--- config.mk ---
export PLATFORM = sky130hd
export DESIGN_NAME = aibcr3_dlyline_dcc_ctrl
export DESIGN_NICKNAME = d
export VERILOG_FILES = /design/src/rtl/aibcr3_dcc_pkg.sv /design/src/rtl/aibcr3_dcc_therm_dec.sv /design/src/rtl/aibcr3_dlyline_dcc_ctrl.sv
export SDC_FILE = /design/constraint.sdc
export NUM_CORES = 1
export LEC_CHECK = 0
export CAP_MARGIN = 30
export CORE_MARGIN = 8
export CORE_UTILIZATION = 49
export DETAILED_ROUTE_END_ITERATION = 8
export PLACE_DENSITY = 0.79
export SLEW_MARGIN = 30
export SYNTH_ARGS = -nofsm -noshare
export SYNTH_HDL_FRONTEND = slang
export SYNTH_SLANG_ARGS = --single-unit
--- constraint.sdc ---
create_clock -name clk -period 5.2 [get_ports clk]
set_clock_uncertainty 0.2 [all_clocks]
set_input_delay 1.04 -clock clk [delete_from_list [all_inputs] [get_ports clk]]
set_output_delay 1.04 -clock clk [all_outputs]
set_load 0.02 [all_outputs]
--- src/rtl/aibcr3_dcc_pkg.sv ---
// Shared types and helpers for the DCC delay-line controller: one-hot FSM
// states, step direction, and the code clamp/compare functions.
package aibcr3_dcc_pkg;

   // Widest delay code supported (NUM_CELLS up to 64 needs 7 bits).
   localparam int unsigned CODE_MAX_W = 7;
   localparam int unsigned CNT_W      = 4;

   typedef logic [CODE_MAX_W-1:0] code_t;

   typedef enum logic [3:0] {
      ST_IDLE   = 4'b0001,
      ST_STEP   = 4'b0010,
      ST_SETTLE = 4'b0100,
      ST_DONE   = 4'b1000
   } state_e;

   typedef enum logic [1:0] {
      DIR_HOLD = 2'd0,
      DIR_UP   = 2'd1,
      DIR_DOWN = 2'd2
   } dir_e;

   function automatic code_t clamp_code(input code_t code, input code_t limit);
      return (code > limit) ? limit : code;
   endfunction

   function automatic dir_e step_dir(input code_t cur, input code_t tgt);
      if (tgt > cur)      return DIR_UP;
      else if (tgt < cur) return DIR_DOWN;
      else                return DIR_HOLD;
   endfunction

endpackage

--- src/rtl/aibcr3_dcc_therm_dec.sv ---
// Binary-to-thermometer decoder for the DCC delay-cell break controls:
// therm[i] is set for every cell index below code. Purely combinational.
module aibcr3_dcc_therm_dec #(
   parameter int unsigned NUM_CELLS = 16,
   parameter int unsigned CODE_W    = $clog2(NUM_CELLS + 1)
) (
   input  logic [CODE_W-1:0]    code,
   output logic [NUM_CELLS-1:0] therm
);

   for (genvar i = 0; i < NUM_CELLS; i++) begin : g_cell
      assign therm[i] = (code > CODE_W'(i));
   end

endmodule

--- src/rtl/aibcr3_dlyline_dcc_ctrl.sv ---
// DCC delay-line controller: walks the applied delay code one cell at a time
// toward an accepted target, settling between steps. Optional macro
// AIBCR3_DCC_DIRECT_LOAD_EN adds a direct_load input that jumps straight there.
module aibcr3_dlyline_dcc_ctrl
   import aibcr3_dcc_pkg::*;
#(
   parameter int unsigned NUM_CELLS  = 16,
   parameter int unsigned CODE_W     = $clog2(NUM_CELLS + 1),
   parameter int unsigned SETTLE_CYC = 2,
   parameter int unsigned RESET_CODE = 0
) (
   input  logic                 clk,
   input  logic                 reset,
   input  logic [CODE_W-1:0]    target_code,
   input  logic                 target_vld,
`ifdef AIBCR3_DCC_DIRECT_LOAD_EN
   input  logic                 direct_load,
`endif
   output logic                 target_rdy,
   output logic [NUM_CELLS-1:0] bk,
   output logic [CODE_W-1:0]    cur_code,
   output logic                 busy,
   output logic                 done
);

   if (NUM_CELLS < 2 || NUM_CELLS > 64) begin : g_bad_num_cells
      $error("NUM_CELLS must be in 2..64");
   end
   if (CODE_W > CODE_MAX_W || (2 ** CODE_W) <= NUM_CELLS) begin : g_bad_code_w
      $error("CODE_W must hold 0..NUM_CELLS and fit in CODE_MAX_W");
   end
   if (SETTLE_CYC < 1 || SETTLE_CYC > 15) begin : g_bad_settle
      $error("SETTLE_CYC must be in 1..15");
   end
   if (RESET_CODE > NUM_CELLS) begin : g_bad_reset_code
      $error("RESET_CODE must not exceed NUM_CELLS");
   end

   localparam logic [CODE_W-1:0] RST_CODE = CODE_W'(RESET_CODE);
   localparam logic [CNT_W-1:0]  SETTLE_LOAD = CNT_W'(SETTLE_CYC);

   state_e                state_q, state_d;
   logic [CODE_W-1:0]     cur_code_q, cur_code_d;
   logic [CODE_W-1:0]     tgt_q, tgt_d;
   logic [CNT_W-1:0]      cnt_q, cnt_d;
   logic [NUM_CELLS-1:0]  bk_q, bk_d;
   logic [NUM_CELLS-1:0]  bk_rst;

   logic [CODE_W-1:0]     tgt_clamped;
   dir_e                  dir;
   logic                  accept;

   assign tgt_clamped = CODE_W'(clamp_code(CODE_MAX_W'(target_code), CODE_MAX_W'(NUM_CELLS)));
   assign dir         = step_dir(CODE_MAX_W'(cur_code_q), CODE_MAX_W'(tgt_q));

   assign target_rdy  = (state_q == ST_IDLE) && !reset;
   assign accept      = target_vld && target_rdy;
   assign busy        = (state_q == ST_STEP) || (state_q == ST_SETTLE);
   assign done        = (state_q == ST_DONE);
   assign cur_code    = cur_code_q;
   assign bk          = bk_q;

   // bk is decoded from the next code so it registers on the same edge as cur_code.
   aibcr3_dcc_therm_dec #(
      .NUM_CELLS (NUM_CELLS),
      .CODE_W    (CODE_W)
   ) u_therm_next (
      .code  (cur_code_d),
      .therm (bk_d)
   );

   aibcr3_dcc_therm_dec #(
      .NUM_CELLS (NUM_CELLS),
      .CODE_W    (CODE_W)
   ) u_therm_rst (
      .code  (RST_CODE),
      .therm (bk_rst)
   );

   always_comb begin
      // NOTE: every output gets a default first, so no path can infer a latch.
      state_d    = state_q;
      cur_code_d = cur_code_q;
      tgt_d      = tgt_q;
      cnt_d      = cnt_q;

      case (state_q)
         ST_IDLE: begin
            if (accept) begin
               tgt_d = tgt_clamped;
`ifdef AIBCR3_DCC_DIRECT_LOAD_EN
               if (direct_load) begin
                  cur_code_d = tgt_clamped;
                  state_d    = ST_DONE;
               end else
`endif
               if (tgt_clamped == cur_code_q) begin
                  state_d = ST_DONE;
               end else begin
                  state_d = ST_STEP;
               end
            end
         end

         ST_STEP: begin
            case (dir)
               DIR_UP:   cur_code_d = cur_code_q + CODE_W'(1);
               DIR_DOWN: cur_code_d = cur_code_q - CODE_W'(1);
               default:  cur_code_d = cur_code_q;
            endcase
            cnt_d   = SETTLE_LOAD;
            state_d = ST_SETTLE;
         end

         ST_SETTLE: begin
            if (cnt_q <= CNT_W'(1)) begin
               cnt_d   = '0;
               state_d = (cur_code_q == tgt_q) ? ST_DONE : ST_STEP;
            end else begin
               cnt_d = cnt_q - CNT_W'(1);
            end
         end

         ST_DONE: state_d = ST_IDLE;

         default: state_d = ST_IDLE;
      endcase
   end

   // NOTE: state registers use non-blocking assignments so every flop samples pre-edge values.
   always_ff @(posedge clk or posedge reset) begin
      if (reset) begin
         state_q    <= ST_IDLE;
         cur_code_q <= RST_CODE;
         tgt_q      <= RST_CODE;
         cnt_q      <= '0;
         bk_q       <= bk_rst;
      end else begin
         state_q    <= state_d;
         cur_code_q <= cur_code_d;
         tgt_q      <= tgt_d;
         cnt_q      <= cnt_d;
         bk_q       <= bk_d;
      end
   end

endmodule

==> metrics.md, run 1 <==
| Metric | Value |
|---|---|
| Status | completed |
| Post-Route WL | 3.83 mm |
| Post-CTS setup buffer count | 0 |
| Max-Cap Viols | 0 |
| Most repeated library cell on the critical path | o21ai_0 |
| Synth warn | 0 |
| Worst slew margin | 43.3% |
| Tmin final | 3850 ps |
| Die ar. | 5950 um2 |
| DRC | 0 |
| Die Span X | 77.1 um |
| Fin cells | 267 |
| Clk_lat worst skew | 280 ps |
| Routability Congestion | 0.825 |
| CTS Buf Count | 5 |
| Pwr per Cell Area | 713 nW/um2 |
| Slowest cell on crit path | xnor2_1 |
| Asr flop ratio synth | 100% |
| Placed instance area | 2180 um2 |
| Placed Instances | 259 |
| Tcrit/Tclk final | 74.0% |
| CP Capture Type | flip-flop |
| #FFs+latches synth | 34 |
| Post-synth top area cell | dfrtp_1 |
| Layout area overhead | 24.2% |
| Die Y | 77.1 um |
| Worst-path clk slew | 70 ps |
| Final ANT Viol Nets | 0 |
| Critical Setup Path Class | reg -> reg |
| Worst Path Required | 5110 ps |
| Crit-path cells | inv_1 > ha_1 > a21oi_1 > o21ai_0 > nor2_1 > ha_1 > nor2b_1 > o21ai_0 > a211o_1 > nand3_1 > xnor2_1 > o21ai_0 |
| Starting Density | 50.4% |
| CP Max Fanout | 11 |
| Post-synth EDFFs | 0 |
| First-pass GRT wire length | 6.49 mm |
| Count of endpoints failing setup in the final report | 0 |
| Sequential share of the synthesized area | 46.5% |
| CP top delay family | compound AO/OA/AOI/OAI gates |
| Tightest Pin Transition | 839 ps |
| Dpl hpwl | 2.86 mm |
| Critical path arrival | 3760 ps |
| Buf/Inv on CP | 1 |
| Vias/cell | 5.34 |
| WL/cell | 14.3 um |
| H-tree levels | 2 |
| Count leader, synth | dfrtp_1 |
| Worst hold path type | reg -> reg |
| I/O pin total | 32 |
| Mapped Area | 1830 um2 |
| Leak Pwr | 1.03 nW |
| Max-slew violations | 0 |
| Clock Tree Buf Depth | 2 |
| Gr usage total | 13.5% |
| Initial antenna violation count | 0 |
| Top post-synthesis cells by count | dfrtp_1 (33), nand2_1 (21), inv_1 (20) |
| RSZ-0062 raised after global routing | no |
| Setup_tns | 0 ps |
| Nets | 237 |
| Net Count, Synth | 201 |
| CTS tree | yes |
| Number of DRC markers in iteration 0 | 52 |
| Worst VDD drop | 0.417 mV |
| Layout cells sized above 1 | 11.0% |
| Root Driver | clkbuf_8 |
| Core Region | 3630 um2 |
| Synth Flop Type | dfrtp_1 |
| Antenna cells | 0 |
| Synth top area share | 45.1% |
| Post-route cell area | 2270 um2 |
| CP max stage delay | 700 ps |
| GR Overflow Total | 0 |
| First-pass DRT Iterations | 4 |
| Cell Rows | 22 |
| Clk sink count | 34 |
| Port bufs | 31 |
| Post_cts resized | 0 |
| Syn avg cell area | 10.1 um2 |
| Netlist cell types | 47 |
| Max Clk Rate | 260 MHz |
| Synthesized instance count | 182 |
| Final Util | 62.6% |
| Hold_buf cts | 0 |
| Number of global-route vias before repair | 1398 |
| Largest net degree at the start of global routing | 35 |
| Critical Path Start Type | flip-flop |
| Vias | 1426 |
| Area contributors post-synth | dfrtp_1 (45%), ha_1 (6.8%), o21ai_0 (4.6%) |
| Hold Vio Cnt, Final | 0 |
==> cells in the final DEF, fill, tap and decap left out, types with 3 or more instances in the layout <==
cell / instances
o211ai_1: 3
inv_1: 20
nand2b_1: 6
nor2_1: 11
nand2_1: 21
nor4b_1: 3
clkdlybuf4s50_1: 31
nand4_1: 3
clkbuf_8: 6
dfrtp_1: 33
xor2_1: 3
a21oi_1: 5
xnor2_1: 3
o21ai_0: 17
ha_1: 10
==> per-layer routing <==
metal | up-vias | global-route usage (%) | part of all wire [%]
li1 | 702 | - | -
met1 | 682 | 15.6 | 43
met5 | - | 0 | 0
met3 | 8 | 4.66 | 4.7
met4 | 0 | 6.04 | 1.7
met2 | 34 | 22.1 | 51
==> power breakdown <==
group | internal (mW) | switching (mW)
Clock | 0.106 | 0.0940
Combinational | 0.415 | 0.550
Sequential | 0.376 | 0.0808
==> state kept, by name, indices dropped and copies added, names as in the netlist <==
signal / cells
tgt_q: 5
cnt_q: 4
state_q: 4
cur_code: 5
bk: 16
==> cells by family after synthesis <==
group                      Yosys count  share of synthesized area [%]
AOI/OAI and AO/OA                   42                           15.3
muxes                                5                           3.08
and+or+nand+nor                     60                           17.6
adders and majority gates           11                           7.93
buffers and inverters               23                           5.74
DFF                                 34                           46.5
xor gates and xnor gates             7                           3.76
==> worst paths after layout <==
path | slack, ps | start | to | cells past startpoint
max reg2reg | 1350 | cur_code[4]$_DFF_PP0_ | bk[9]$_DFF_PP0_ | 12
min reg2reg | 280 | tgt_q[0]$_DFFE_PP0P_ | tgt_q[0]$_DFFE_PP0P_ | 2
max in group asynchronous | 3490 | reset | state_q[0]$_DFFE_PP1P_ | 3
min in group asynchronous | 980 | reset | tgt_q[0]$_DFFE_PP0P_ | 3
max | 1350 | cur_code[4]$_DFF_PP0_ | bk[9]$_DFF_PP0_ | 12
min | 280 | tgt_q[0]$_DFFE_PP0P_ | tgt_q[0]$_DFFE_PP0P_ | 2
==> area by class of cell <==
type	count	area, um2
clock inverter	2	12.5
multi-input combinational	125	873
clock buffer	6	82.6
tap	48	60.1
timing repair buffer	32	318
sequential	34	852
inverter	20	75.1
fill	314	1360
==> stage by stage <==
step	total power [mW]	setup WS (ps)	hold WS [ps]
2_1_floorplan	1.12	1870	250
4_1_cts	1.63	1330	288
6_report	1.62	1350	283
3_5_place_dp	1.42	1430	273
3_3_place_gp	1.40	1630	265
5_1_grt	1.76	963	305
==> worst register-to-register path, cell delays in order (launching register included) <==
cell,delay (ps)
dfrtp_1,430
inv_1,110
ha_1,350
a21oi_1,230
o21ai_0,180
nor2_1,260
ha_1,330
nor2b_1,140
o21ai_0,210
a211o_1,210
nand3_1,100
xnor2_1,700
o21ai_0,230
Note: power is estimated with default switching activity, not from simulation.
==> run 2: changes to the inputs <==
Settings changed: CORE_UTILIZATION 49 to 47.
Clock period 5.2 ns to 3.16 ns, I/O delays scaled along.
==> metrics.md, run 2 (synthesized netlist as in run 1, its figures left out) <==
| Metric | Value |
|---|---|
| Tmin final | 3170 ps (-681 ps) |
| RR Endpoint | bk[2]$_DFF_PP0_ |
| Die ar. | 6150 um2 (+3.4%) |
| Largest net degree at the start of global routing | 35 (unchanged) |
| Clock Tree Buf Depth | 2 (unchanged) |
| Max-slew violations | 0 (unchanged) |
| Die Span X | 78.4 um (+1.7%) |
| Post-Route WL | 4.74 mm (+24%) |
| Final setup margin | -6.97 ps (-1360 ps) |
| Failing checks | setup timing |
| Slowest cell on crit path | dfrtp_1 |
| Worst slew margin | 52.0% (+8.8 points) |
| Critical path arrival | 3130 ps (-630 ps) |
| Crit Reg-Reg Startpoint | tgt_q[2]$_DFFE_PP0P_ |
| Layout area overhead | 42.4% |
| Critical Path Start Type | flip-flop |
| I/O pin total | 32 (unchanged) |
| Vias | 1535 (+7.6%) |
| CP Capture Type | flip-flop |
| CP max stage delay | 410 ps (-290 ps) |
| Hold Vio Cnt, Final | 0 (unchanged) |
| CP top delay family | simple AND/OR/NAND/NOR gates |
| First-pass DRT Iterations | 4 (unchanged) |
| H-tree levels | 2 (unchanged) |
| Count of endpoints failing setup in the final report | 1 (+1) |
| Tcrit/Tclk final | 100% (+26 points) |
| Min-Delay Startpoint | tgt_q[0]$_DFFE_PP0P_ |
| WL/cell | 16.5 um (+15%) |
| Crit-path cells | ha_4 > nand4_1 > nor2_4 > nor2_4 > buf_6 > ha_4 > and3_4 > or3_4 > a221oi_4 > nand2_2 > o211ai_4 > nand2_1 |
| Number of DRC markers in iteration 0 | 60 (+15%) |
| Worst VDD drop | 0.814 mV (+95%) |
| First-pass GRT wire length | 7.03 mm (+8.4%) |
| Status | finished, violations left |
| Hold_buf cts | 0 (unchanged) |
| Pwr per Cell Area | 1320 nW/um2 (+85%) |
| Most frequent cells in the layout | clkdlybuf4s50_1 (31), dfrtp_1 (29), nand2_1 (19), inv_1 (18), buf_4 (18) |
| Core Region | 3720 um2 (+2.3%) |
| Nets | 257 (+8.4%) |
| Antenna cells | 0 (unchanged) |
| Reg2Reg Depth | 12 (unchanged) |
| Hold path cells | 2 (unchanged) |
| GR Overflow Total | 0 (unchanged) |
| Leak Pwr | 1.15 nW (+12%) |
| Routability Congestion | 0.862 (+4.4%) |
| Worst hold endpoint | tgt_q[0]$_DFFE_PP0P_ |
| Tightest Pin Transition | 713 ps (-126 ps) |
| CTS tree | yes |
| Die Y | 78.4 um (+1.7%) |
| Layout cells sized above 1 | 26.4% (+15 points) |
| Dpl hpwl | 2.91 mm (+1.8%) |
| Gr usage total | 14.1% (+0.54 points) |
| Starting Density | 49.3% (-1.1 points) |
| Place WS | -90.8 ps (-1520 ps) |
| Final ANT Viol Nets | 0 (unchanged) |
| Max-Cap Viols | 0 (unchanged) |
| Placed instance area | 2300 um2 (+5.4%) |
| Clk sink count | 34 (unchanged) |
| RSZ-0062 raised after global routing | yes |
| Final Util | 70.2% (+7.6 points) |
| Port bufs | 31 (unchanged) |
| Critical Setup Path Class | reg -> reg |
| WHS | 288 ps (+4.94 ps) |
| Number of global-route vias before repair | 1494 (+6.9%) |
| DRC | 0 (unchanged) |
| Root Driver | clkbuf_8 |
| Worst hold path type | reg -> reg |
| Post-route cell area | 2610 um2 (+15%) |
| CP Max Fanout | 6 (-5) |
| Worst-path clk slew | 60 ps (about the same) |
| Max reg flops | 16 (unchanged) |
| Vias/cell | 5.35 (+0.14%) |
| Most common cell after layout, fill and taps aside | clkdlybuf4s50_1 |
| Max Clk Rate | 316 MHz (+22%) |
| Worst R2R Setup Slack | -7 ps (-1360 ps) |
| CTS Buf Count | 5 (unchanged) |
| Worst Path Required | 3120 ps (-1990 ps) |
| Buf/Inv on CP | 1 (unchanged) |
| Clk_lat worst skew | 280 ps (about the same) |
| Cell Rows | 22 (unchanged) |
| Initial antenna violation count | 0 (unchanged) |
| Tot Pwr | 3.45 mW (+110%) |
==> run 2: changes by cell type in the layout (fill, tap and decap cells not counted), sizes merged <==
cell | before | now
buf | 1 | 20
mux2i | 3 | 4
clkinvlp | 1 | 0
clkbuf | 6 | 7
==> run 2: how the worst max path moves through the flow <==
stage,start,endpoint,cells past startpoint
4_1_cts,cur_code[4]$_DFF_PP0_,bk[2]$_DFF_PP0_,13
6_report,tgt_q[2]$_DFFE_PP0P_,bk[2]$_DFF_PP0_,12
3_3_place_gp,cur_code[4]$_DFF_PP0_,bk[5]$_DFF_PP0_,12
5_1_grt,cur_code[2]$_DFF_PP0_,bk[10]$_DFF_PP0_,14
2_1_floorplan,cur_code[2]$_DFF_PP0_,bk[6]$_DFF_PP0_,12
3_5_place_dp,cur_code[2]$_DFF_PP0_,bk[2]$_DFF_PP0_,12
==> run 2: repair_timing <==
item | 4_1_cts | 5_1_grt
cloned | 0 | 1
endpoints found under the setup margin | 12 | 18
buffers inserted | 1 | 7
pin swaps | 4 | 16
gates resized for setup | 6 | 18
==> run 2: per-stage QoR <==
step                      cells  setup TNS [ps]
final                       287           -6.97
after global routing        287           -1040
after CTS                   279               0
after detailed placement    270            -425
after global placement      270           -10.3
after floorplan             182               0
==> run 2: cell type report <==
type,instances,area (um2)
inverters,20,75.1
well taps,48,60.1
multi-input cells,126,1050
fillers,269,1110
repair buffers,51,477
clock buffers,7,86.3
clock inverters,1,5.00
flip-flops and latches,34,857
==> run 2: report_power, final <==
part	internal (mW)	switching (mW)
clock	0.175	0.145
combinational	1.12	1.29
sequential	0.624	0.0993
==> run 2: routing by layer <==
| layer | wire (um) | vias up | track usage, % |
|---|---|---|---|
| met4 | 102 | 0 | 5.74 |
| li1 | - | 743 | - |
| met3 | 239 | 9 | 3.42 |
| met2 | 2420 | 51 | 23.9 |
| met1 | 1980 | 732 | 16.6 |
| met5 | 0 | - | 0 |
==> run 2: tightest hold or removal path, cell delays in order (launching register included) <==
cell     delay (ps)
dfrtp_1         350
nand2_1          50
o21ai_0          60
